### src/rtl/maquina_pkg.sv
// Shared encodings for the vending machine: outcome codes, controller and
// dispenser state encodings, and the dispenser output bundle.
package maquina_pkg;

  localparam logic [1:0] CMD_SALDO_INSUF  = 2'b00;
  localparam logic [1:0] CMD_TROCO_REC    = 2'b01;
  localparam logic [1:0] CMD_DOCE_COMP    = 2'b10;
  localparam logic [1:0] CMD_DOCE_E_TROCO = 2'b11;

  localparam logic [2:0] DS_IDLE     = 3'd0;
  localparam logic [2:0] DS_REFUSE   = 3'd1;
  localparam logic [2:0] DS_DISPENSE = 3'd2;
  localparam logic [2:0] DS_CHANGE   = 3'd3;
  localparam logic [2:0] DS_FINISH   = 3'd4;
  localparam logic [2:0] DS_FAULT    = 3'd5;

  // Vending-machine controller states (the upstream block issuing commands)
  localparam logic [2:0] VM_IDLE    = 3'd0;
  localparam logic [2:0] VM_COLLECT = 3'd1;
  localparam logic [2:0] VM_EVAL    = 3'd2;
  localparam logic [2:0] VM_ISSUE   = 3'd3;
  localparam logic [2:0] VM_WAIT    = 3'd4;

  typedef struct packed {
    logic cmd_ready;
    logic motor_on;
    logic coin_req;
    logic insuf;
    logic done;
    logic fault;
  } disp_out_t;

  localparam disp_out_t DISP_OUT_RST = disp_out_t'(6'b100000);

  // Moore decode of the next state; registered by the caller.
  function automatic disp_out_t disp_outputs(input logic [2:0] st, input logic req);
    disp_out_t o;
    o = '0;
    case (st)
      DS_IDLE:     o.cmd_ready = 1'b1;
      DS_REFUSE:   o.insuf     = 1'b1;
      DS_DISPENSE: o.motor_on  = 1'b1;
      DS_CHANGE:   o.coin_req  = req;
      DS_FINISH:   o.done      = 1'b1;
      DS_FAULT:    o.fault     = 1'b1;
      default:     o = '0;
    endcase
    return o;
  endfunction

endpackage

### src/rtl/ack_timer.sv
// Coin-acknowledge watchdog: counts cycles a coin request waits unanswered
// and flags the cycle on which the ACK_TMO-th such cycle elapses.
module ack_timer #(
  parameter int ACK_TMO = 15
) (
  input  logic c,
  input  logic r,
  input  logic clr_i,
  input  logic run_i,
  output logic tmo_o
);

  localparam int CW = $clog2(ACK_TMO + 1);
  localparam logic [CW-1:0] LAST = CW'(ACK_TMO - 1);

  logic [CW-1:0] cnt_q, cnt_d;

  always_comb begin
    cnt_d = cnt_q;
    if (clr_i)                      cnt_d = '0;
    else if (run_i && cnt_q != LAST) cnt_d = cnt_q + 1'b1;
  end

  areg #(.W(CW), .RST('0)) u_cnt (.c(c), .r(r), .d(cnt_d), .q(cnt_q));

  assign tmo_o = run_i && (cnt_q == LAST);

endmodule

### src/rtl/areg.sv
// Generic asynchronous active-low reset register with a parameterised
// reset value; all state in the dispenser lives in instances of this.
module areg #(
  parameter int           W   = 1,
  parameter logic [W-1:0] RST = '0
) (
  input  logic         c,
  input  logic         r,
  input  logic [W-1:0] d,
  output logic [W-1:0] q
);

  always_ff @(posedge c or negedge r) begin
    if (!r) q <= RST;
    else    q <= d;
  end

endmodule

### src/rtl/dispenser_ctrl.sv
// Candy/change dispenser: takes one outcome command at a time, runs the motor,
// returns coins one by one with an ack watchdog, and pulses done.
module dispenser_ctrl
  import maquina_pkg::*;
#(
  parameter int MOTOR_CYC = 4,
  parameter int CHG_W     = 4,
  parameter int ACK_TMO   = 15
) (
  input  logic             c,
  input  logic             r,
  input  logic             cmd_valid,
  output logic             cmd_ready,
  input  logic [1:0]       cmd_code,
  input  logic [CHG_W-1:0] cmd_chg,
  output logic             motor_on,
  output logic             coin_req,
  input  logic             coin_ack,
  output logic             insuf,
  output logic             done,
  output logic             fault
);

  localparam int MW = $clog2(MOTOR_CYC + 1);
  localparam logic [MW-1:0] MOT_LAST = MW'(MOTOR_CYC - 1);

  logic [2:0]       state_q, state_d;
  logic [1:0]       code_q, code_d;
  logic [CHG_W-1:0] chg_q, chg_d;
  logic [MW-1:0]    mcnt_q, mcnt_d;
  disp_out_t        out_q, out_d;
  logic             req_d;
  logic             tmo;

  always_comb begin
    state_d = state_q;
    code_d  = code_q;
    chg_d   = chg_q;
    mcnt_d  = mcnt_q;
    req_d   = 1'b0;
    case (state_q)
      DS_IDLE: begin
        if (cmd_valid && out_q.cmd_ready) begin
          code_d = cmd_code;
          chg_d  = cmd_chg;
          mcnt_d = '0;
          case (cmd_code)
            CMD_SALDO_INSUF: state_d = DS_REFUSE;
            CMD_TROCO_REC: begin
              if (cmd_chg != '0) begin
                state_d = DS_CHANGE;
                req_d   = 1'b1;
              end else begin
                state_d = DS_FINISH;
              end
            end
            default: state_d = DS_DISPENSE;
          endcase
        end
      end
      DS_REFUSE: state_d = DS_FINISH;
      DS_DISPENSE: begin
        if (mcnt_q == MOT_LAST) begin
          if (code_q == CMD_DOCE_E_TROCO && chg_q != '0) begin
            state_d = DS_CHANGE;
            req_d   = 1'b1;
          end else begin
            state_d = DS_FINISH;
          end
        end else begin
          mcnt_d = mcnt_q + 1'b1;
        end
      end
      DS_CHANGE: begin
        // req low is the one-cycle gap between coins; acks seen then are ignored
        if (out_q.coin_req) begin
          if (coin_ack) begin
            if (chg_q != '0) chg_d = chg_q - 1'b1;
            if (chg_q <= CHG_W'(1)) state_d = DS_FINISH;
          end else if (tmo) begin
            state_d = DS_FAULT;
          end else begin
            req_d = 1'b1;
          end
        end else if (chg_q == '0) begin
          state_d = DS_FINISH;
        end else begin
          req_d = 1'b1;
        end
      end
      DS_FINISH: state_d = DS_IDLE;
      DS_FAULT:  state_d = DS_FAULT;
      default:   state_d = DS_IDLE;
    endcase
    out_d = disp_outputs(state_d, req_d);
  end

  areg #(.W(3),     .RST(DS_IDLE))      u_state (.c(c), .r(r), .d(state_d), .q(state_q));
  areg #(.W(2),     .RST(2'b00))        u_code  (.c(c), .r(r), .d(code_d),  .q(code_q));
  areg #(.W(CHG_W), .RST('0))           u_chg   (.c(c), .r(r), .d(chg_d),   .q(chg_q));
  areg #(.W(MW),    .RST('0))           u_mcnt  (.c(c), .r(r), .d(mcnt_d),  .q(mcnt_q));
  areg #(.W(6),     .RST(DISP_OUT_RST)) u_out   (.c(c), .r(r), .d(out_d),   .q(out_q));

  ack_timer #(.ACK_TMO(ACK_TMO)) u_ack_timer (
    .c     (c),
    .r     (r),
    .clr_i (req_d && !out_q.coin_req),
    .run_i (out_q.coin_req && !coin_ack),
    .tmo_o (tmo)
  );

  assign cmd_ready = out_q.cmd_ready;
  assign motor_on  = out_q.motor_on;
  assign coin_req  = out_q.coin_req;
  assign insuf     = out_q.insuf;
  assign done      = out_q.done;
  assign fault     = out_q.fault;

endmodule

### config.mk
export PLATFORM = sky130hd
export DESIGN_NAME = dispenser_ctrl
export DESIGN_NICKNAME = d
export VERILOG_FILES = /design/src/rtl/maquina_pkg.sv /design/src/rtl/ack_timer.sv /design/src/rtl/areg.sv /design/src/rtl/dispenser_ctrl.sv
export SDC_FILE = /design/constraint.sdc
export NUM_CORES = 1
export LEC_CHECK = 0
export ABC_AREA = 1
export BUFFER_PORTS_ARGS = -buffer_cell sky130_fd_sc_hd__buf_4
export CORE_MARGIN = 5
export CORE_UTILIZATION = 45
export CTS_CLUSTER_DIAMETER = 100
export DETAILED_ROUTE_END_ITERATION = 8
export PLACE_DENSITY = 0.76
export SLEW_MARGIN = 20
export SYNTH_ARGS = -nofsm -noshare
export SYNTH_HDL_FRONTEND = slang
export SYNTH_HIERARCHICAL = 1
export SYNTH_SLANG_ARGS = --single-unit
### constraint.sdc
create_clock -name c -period 3.45 [get_ports c]
set_input_delay 0.1725 -clock c [delete_from_list [all_inputs] [get_ports c]]
set_output_delay 0.1725 -clock c [all_outputs]
set_load 0.01 [all_outputs]
==> After elaboration in Yosys (flattened, before gate mapping) <==
Index checks and enable logic that the tools add are counted.
{ "totals": {"register_bits": 22, "in_bits": 10, "out_inout_bits": 6, "wordCells": 86} }
{ "op_classes": {"addsub": 3, "order_cmp": 1, "n_eq_ne": 19, "muxes": 37, "reduce_logical": 20} }
{ "ops": {"columns": ["operator", "n"], "rows": [
  ["two-way mux 3 bit", 11],
  ["two-way mux 4 bit", 6],
  ["equality test 3 x 2 -> 1 bit (second input constant)", 5],
  ["two-way mux 1 bit", 15],
  ["case mux 3 bit (5 select lines)", 1],
  ["case mux 3 bit (2 select lines)", 2],
  ["equality test 3 bit (second input constant)", 3],
  ["!= test 2 bit (second input constant)", 4],
  ["case mux 4 bit (2 select lines)", 1],
  ["nonzero test 4 bit", 2],
  ["equality test 3 x 1 -> 1 bit (second input constant)", 2],
  ["logical AND 1 bit", 6],
  ["zero test 3 bit", 2],
  ["nonzero test 2 bit", 3],
  ["AND reduction 5 bit", 1],
  ["adder 4 x 1 -> 4 bit (second input constant)", 1],
  ["equality test 4 bit (second input constant)", 1],
  ["<= comparator 4 x 1 -> 1 bit (second input constant)", 1],
  ["zero test 4 bit", 1],
  ["!= test 4 bit (second input constant)", 1],
  ["subtractor 4 x 1 -> 4 bit (second input constant)", 1],
  ["adder 3 x 1 -> 3 bit (second input constant)", 1],
  ["case mux 1 bit (3 select lines)", 1],
  ["AND reduction 3 bit", 1],
  ["6 further kinds", 7]
]} }

==> Logic depth before layout (Yosys ltp) <==
{ "depth": {"word_depth": 9, "mapped_depth": 12, "mapped_depth_nobuf": 12} }

==> By module <==
The synthesis kept the hierarchy.
{ "by_module_without_submodules": {"columns": ["mod", "n_inst", "cells_per_inst", "area_each_um2", "seq_area_each_um2"], "rows": [
  ["dispenser_ctrl", 1, 134, 706.9, 0.0],
  ["areg at u_ack_timer.u_cnt ...", 2, 4, 100.1, 100.1],
  ["areg at u_out", 1, 6, 151.4, 151.4],
  ["areg at u_mcnt ...", 2, 3, 75.1, 75.1],
  ["ack_timer", 1, 28, 143.9, 0.0],
  ["areg at u_code", 1, 2, 50.0, 50.0]
]} }

==> Worst setup path before layout <==
Ideal clock, no wire load.
{ "synth_path": {"kind": "flip-flop to flip-flop", "startpoint": "register u_out.q[3]", "endpoint": "register u_out.q[5]", "setup_ps": 67, "arrival_ps": 1506, "t_required_ps": 3383, "path_slack_ps": 1877, "path_stages_with_launch": 13, "n_path_buf": 0, "synth_period_minus_slack_ps": 1573, "path_cell_list": "dfrtp_1 > inv_1 > nor2_1 > inv_1 > nor2_1 > nand2_1 > nand2_2 > nand2_2 > nand2_2 > nand2_2 > nor2_2 > nand2_1 > nor2_1"} }
{ "synth_rtl": {"columns": ["element", "line_no", "text"], "rows": [
  ["start: declaration", "areg.sv:10", "output logic [W-1:0] q"],
  ["start signal: assignment", "areg.sv:14", "if (!r) q <= RST;"],
  ["start signal: assignment", "areg.sv:15", "else q <= d;"]
]} }

==> impl_metrics.yaml <==
status:
  outcome: "completed"
clock_network:
  cts.repair.resized: 0
  cts_tree: "yes"
  cts.sink_count: 22
  cts-root-buf: "clkbuf_4"
  clk_pin_slew_worst_paths_ns: 0.14
  clk_latency_ns: 0.32
  clk_path_buf_depth: 2
  h-tree-depth: 1
  numCtsBuffers: 3
die:
  core-area_um2: 3030
  start_util_pct: 46.3
  die_area_um2: 4330
  num_rows: 20
  dieWidth_um: 65.8
  die-height_um: 65.8
  io_pins: 16
timing:
  worstMarginPinSlew_ns: 0.358
  clock.fmax_mhz: 578
  drv_slew: 0
  fin_tns_setup_ns: 0
  fin_crit_sh_pct: 50.2
  min_period_ns: 1.73
  whs_ns: 0.0864
  hold_viol: 0
  finalClockSkew_ns: 0.00997
  setup_slack_ns: 1.72
  setup_viol: 0
  rsz0062_at_grt: "no"
  relSlewSlack_pct: 76.0
layout:
  drive_above_1_share_pct: 22.5
  layout_common_cells: "nand2_1, inv_1, nor2_1, dfrtp_1, buf_4"
  num-fill-cells: 294
  antennaDiodeCount: 0
  nets: 221
  syn_to_final_growth_pct: 16.4
  utilization_pct: 53.9
  final_area_um2: 1630
  register_area_um2: 552
  multi_input_area_um2: 719
  final_common_cell: "nand2_1"
  stdcell_count: 248
global_routing:
  grt_pass1_wl_um: 4590
  grt_pass1_vias: 1048
  grt_max_degree: 23
  gr-total-overflow: 0
  grt_antenna_before_repair: 0
  grt_usage_pct: 13.8
route:
  first_pass_iters: 4
  wire_per_inst_um: 11.4
  drc: 0
  drt_wl_total_um: 2820
  drtIter0Drc: 80
  dr_total_vias: 1159
  viasPerCell: 4.67
  ant_nets: 0
synth:
  synthCells: 184
  synth_cell_types: 28
  yosysSeqAreaShare_pct: 39.3
  avgSynthCellArea_um2: 7.62
  ys_seq_elements: 22
  syn_nets: 200
  synth_warnings: 6
  synth_area_um2: 1400
pwr:
  powerDensity_nw_per_um2: 809
  finalPower_mw: 1.32
  vdd_drop_max_v: 0.000411
  p_leak_nw: 0.890
placement:
  numPlacedInstances: 243
  place_ws_ns: 1.75
  gp_congestion: 0.809
  dpl_cell_area_um2: 1570
  dpl.hpwl_um: 2070
  port_buffers: 15
worst_hold_path:
  hp-class: "primary input to register"
worst_setup_path:
  critical-path-slowest-cell: "dfrtp_1"
  worst_ep_required_time_ns: 3.71
  crit_path_frequent_cell: "nand2_2"
  cp_slowest_stage_delay_ns: 0.42
  critical_path_class: "register to register"
  critPathMaxFanout: 5
  arrival_ns: 1.99
  cp-end-kind: "register"
  worstPathCellList: "inv_1, nor2_1, inv_1, nor2_1, nand2_1, nand2_2, nand2_2, nand2_2, nand2_2, nor2_2, nand2_1, nor2_1"
  critPathLaunchType: "register"
job:
  maxCapViolations: 0
==> Yosys cell counts <==
library cell	count	area share, %
o221ai_1	1	0.62
ha_1	6	5.4
nand2_2	9	4.0
o22ai_1	1	0.45
nor2_8	1	1.4
nand2_4	1	0.80
o211ai_2	1	0.89
nor2_1	26	7.0
inv_2	2	0.54
o21bai_2	1	0.80
nor2_2	1	0.45
nand3_1	10	3.6
o211ai_1	2	1.1
inv_4	1	0.45
a21oi_1	6	2.1
inv_1	30	8.0
dfrtp_1	21	37
dfstp_2	1	1.9
a211oi_1	1	0.54
nand2_1	39	10
nand3_2	5	3.6
a21boi_0	1	0.54
o21bai_1	1	0.54
o21ai_0	7	2.5
a31oi_1	1	0.45
nand4_1	4	1.8
nor2_4	3	2.4
clkinv_2	1	0.36
==> cell type report <==
class                      instances  share of cell area [%]
multi-input combinational        128                    44.1
clock buffer                       3                    1.38
inverter                          34                    8.05
timing repair buffer              16                    7.51
clock inverter                     1                    1.84
sequential                        22                    33.8
tap                               44                    3.37
==> worst max-delay path: cells and delay by family, from the launching register on <==
| family | cells | cell delay, ns |
|---|---|---|
| buf+inv | 2 | 0.19 |
| simple gates | 10 | 1.06 |
| flops | 1 | 0.42 |
==> timing repair <==
item                                    in CTS  in global routing
hold endpoints to repair                    22                  0
endpoints found under the setup margin       0                  0
buffers inserted                             0                  0
hold buffers                                 1                  0
==> state kept, by name (all words and copies together) (netlist names) <==
name,flops
u_chg/q,4
u_mcnt/q,3
u_ack_timer/u_cnt/q,4
u_code/q,2
u_state/q,3
u_out/q,6
==> metal layers <==
metal	wire length (µm)	track usage [%]	share of wire, %
met3	126	3.91	4.5
met2	1280	21.2	46
met1	1400	18.7	50
met4	9	3.89	0.32
met5	0	0	0
==> final timing paths <==
kind,depth (start not counted),end,startpoint,slack (ns)
max,12,u_out/q[1],u_out/q[3],1.72
min,3,u_chg/q[1],cmd_chg[1],0.09
max reg2reg,12,u_out/q[1],u_out/q[3],1.72
min reg2reg,2,u_code/q[0],u_code/q[0],0.51
max in group asynchronous,2,u_out/q[5],r,2.91
min in group asynchronous,2,u_chg/q[0],r,0.25
==> report_power, final <==
part	total (mW)	internal [mW]	switching (mW)
Combinational	0.652	0.245	0.406
Clock	0.205	0.117	0.0878
Sequential	0.464	0.369	0.0954
==> logic make-up (layout without fill, tap and decap cells) <==
logic type / count (synthesis) / in the layout / share of synthesized area (%)
AND/OR/NAND/NOR: 99 / 99 / 35.4
flip-flops: 22 / 22 / 39.3
adder cells (fa/ha/maj): 6 / 6 / 5.35
AO/OA/AOI/OAI: 23 / 23 / 10.5
buffers and inverters: 34 / 54 / 9.37
Power figures use the tool's default switching activity.
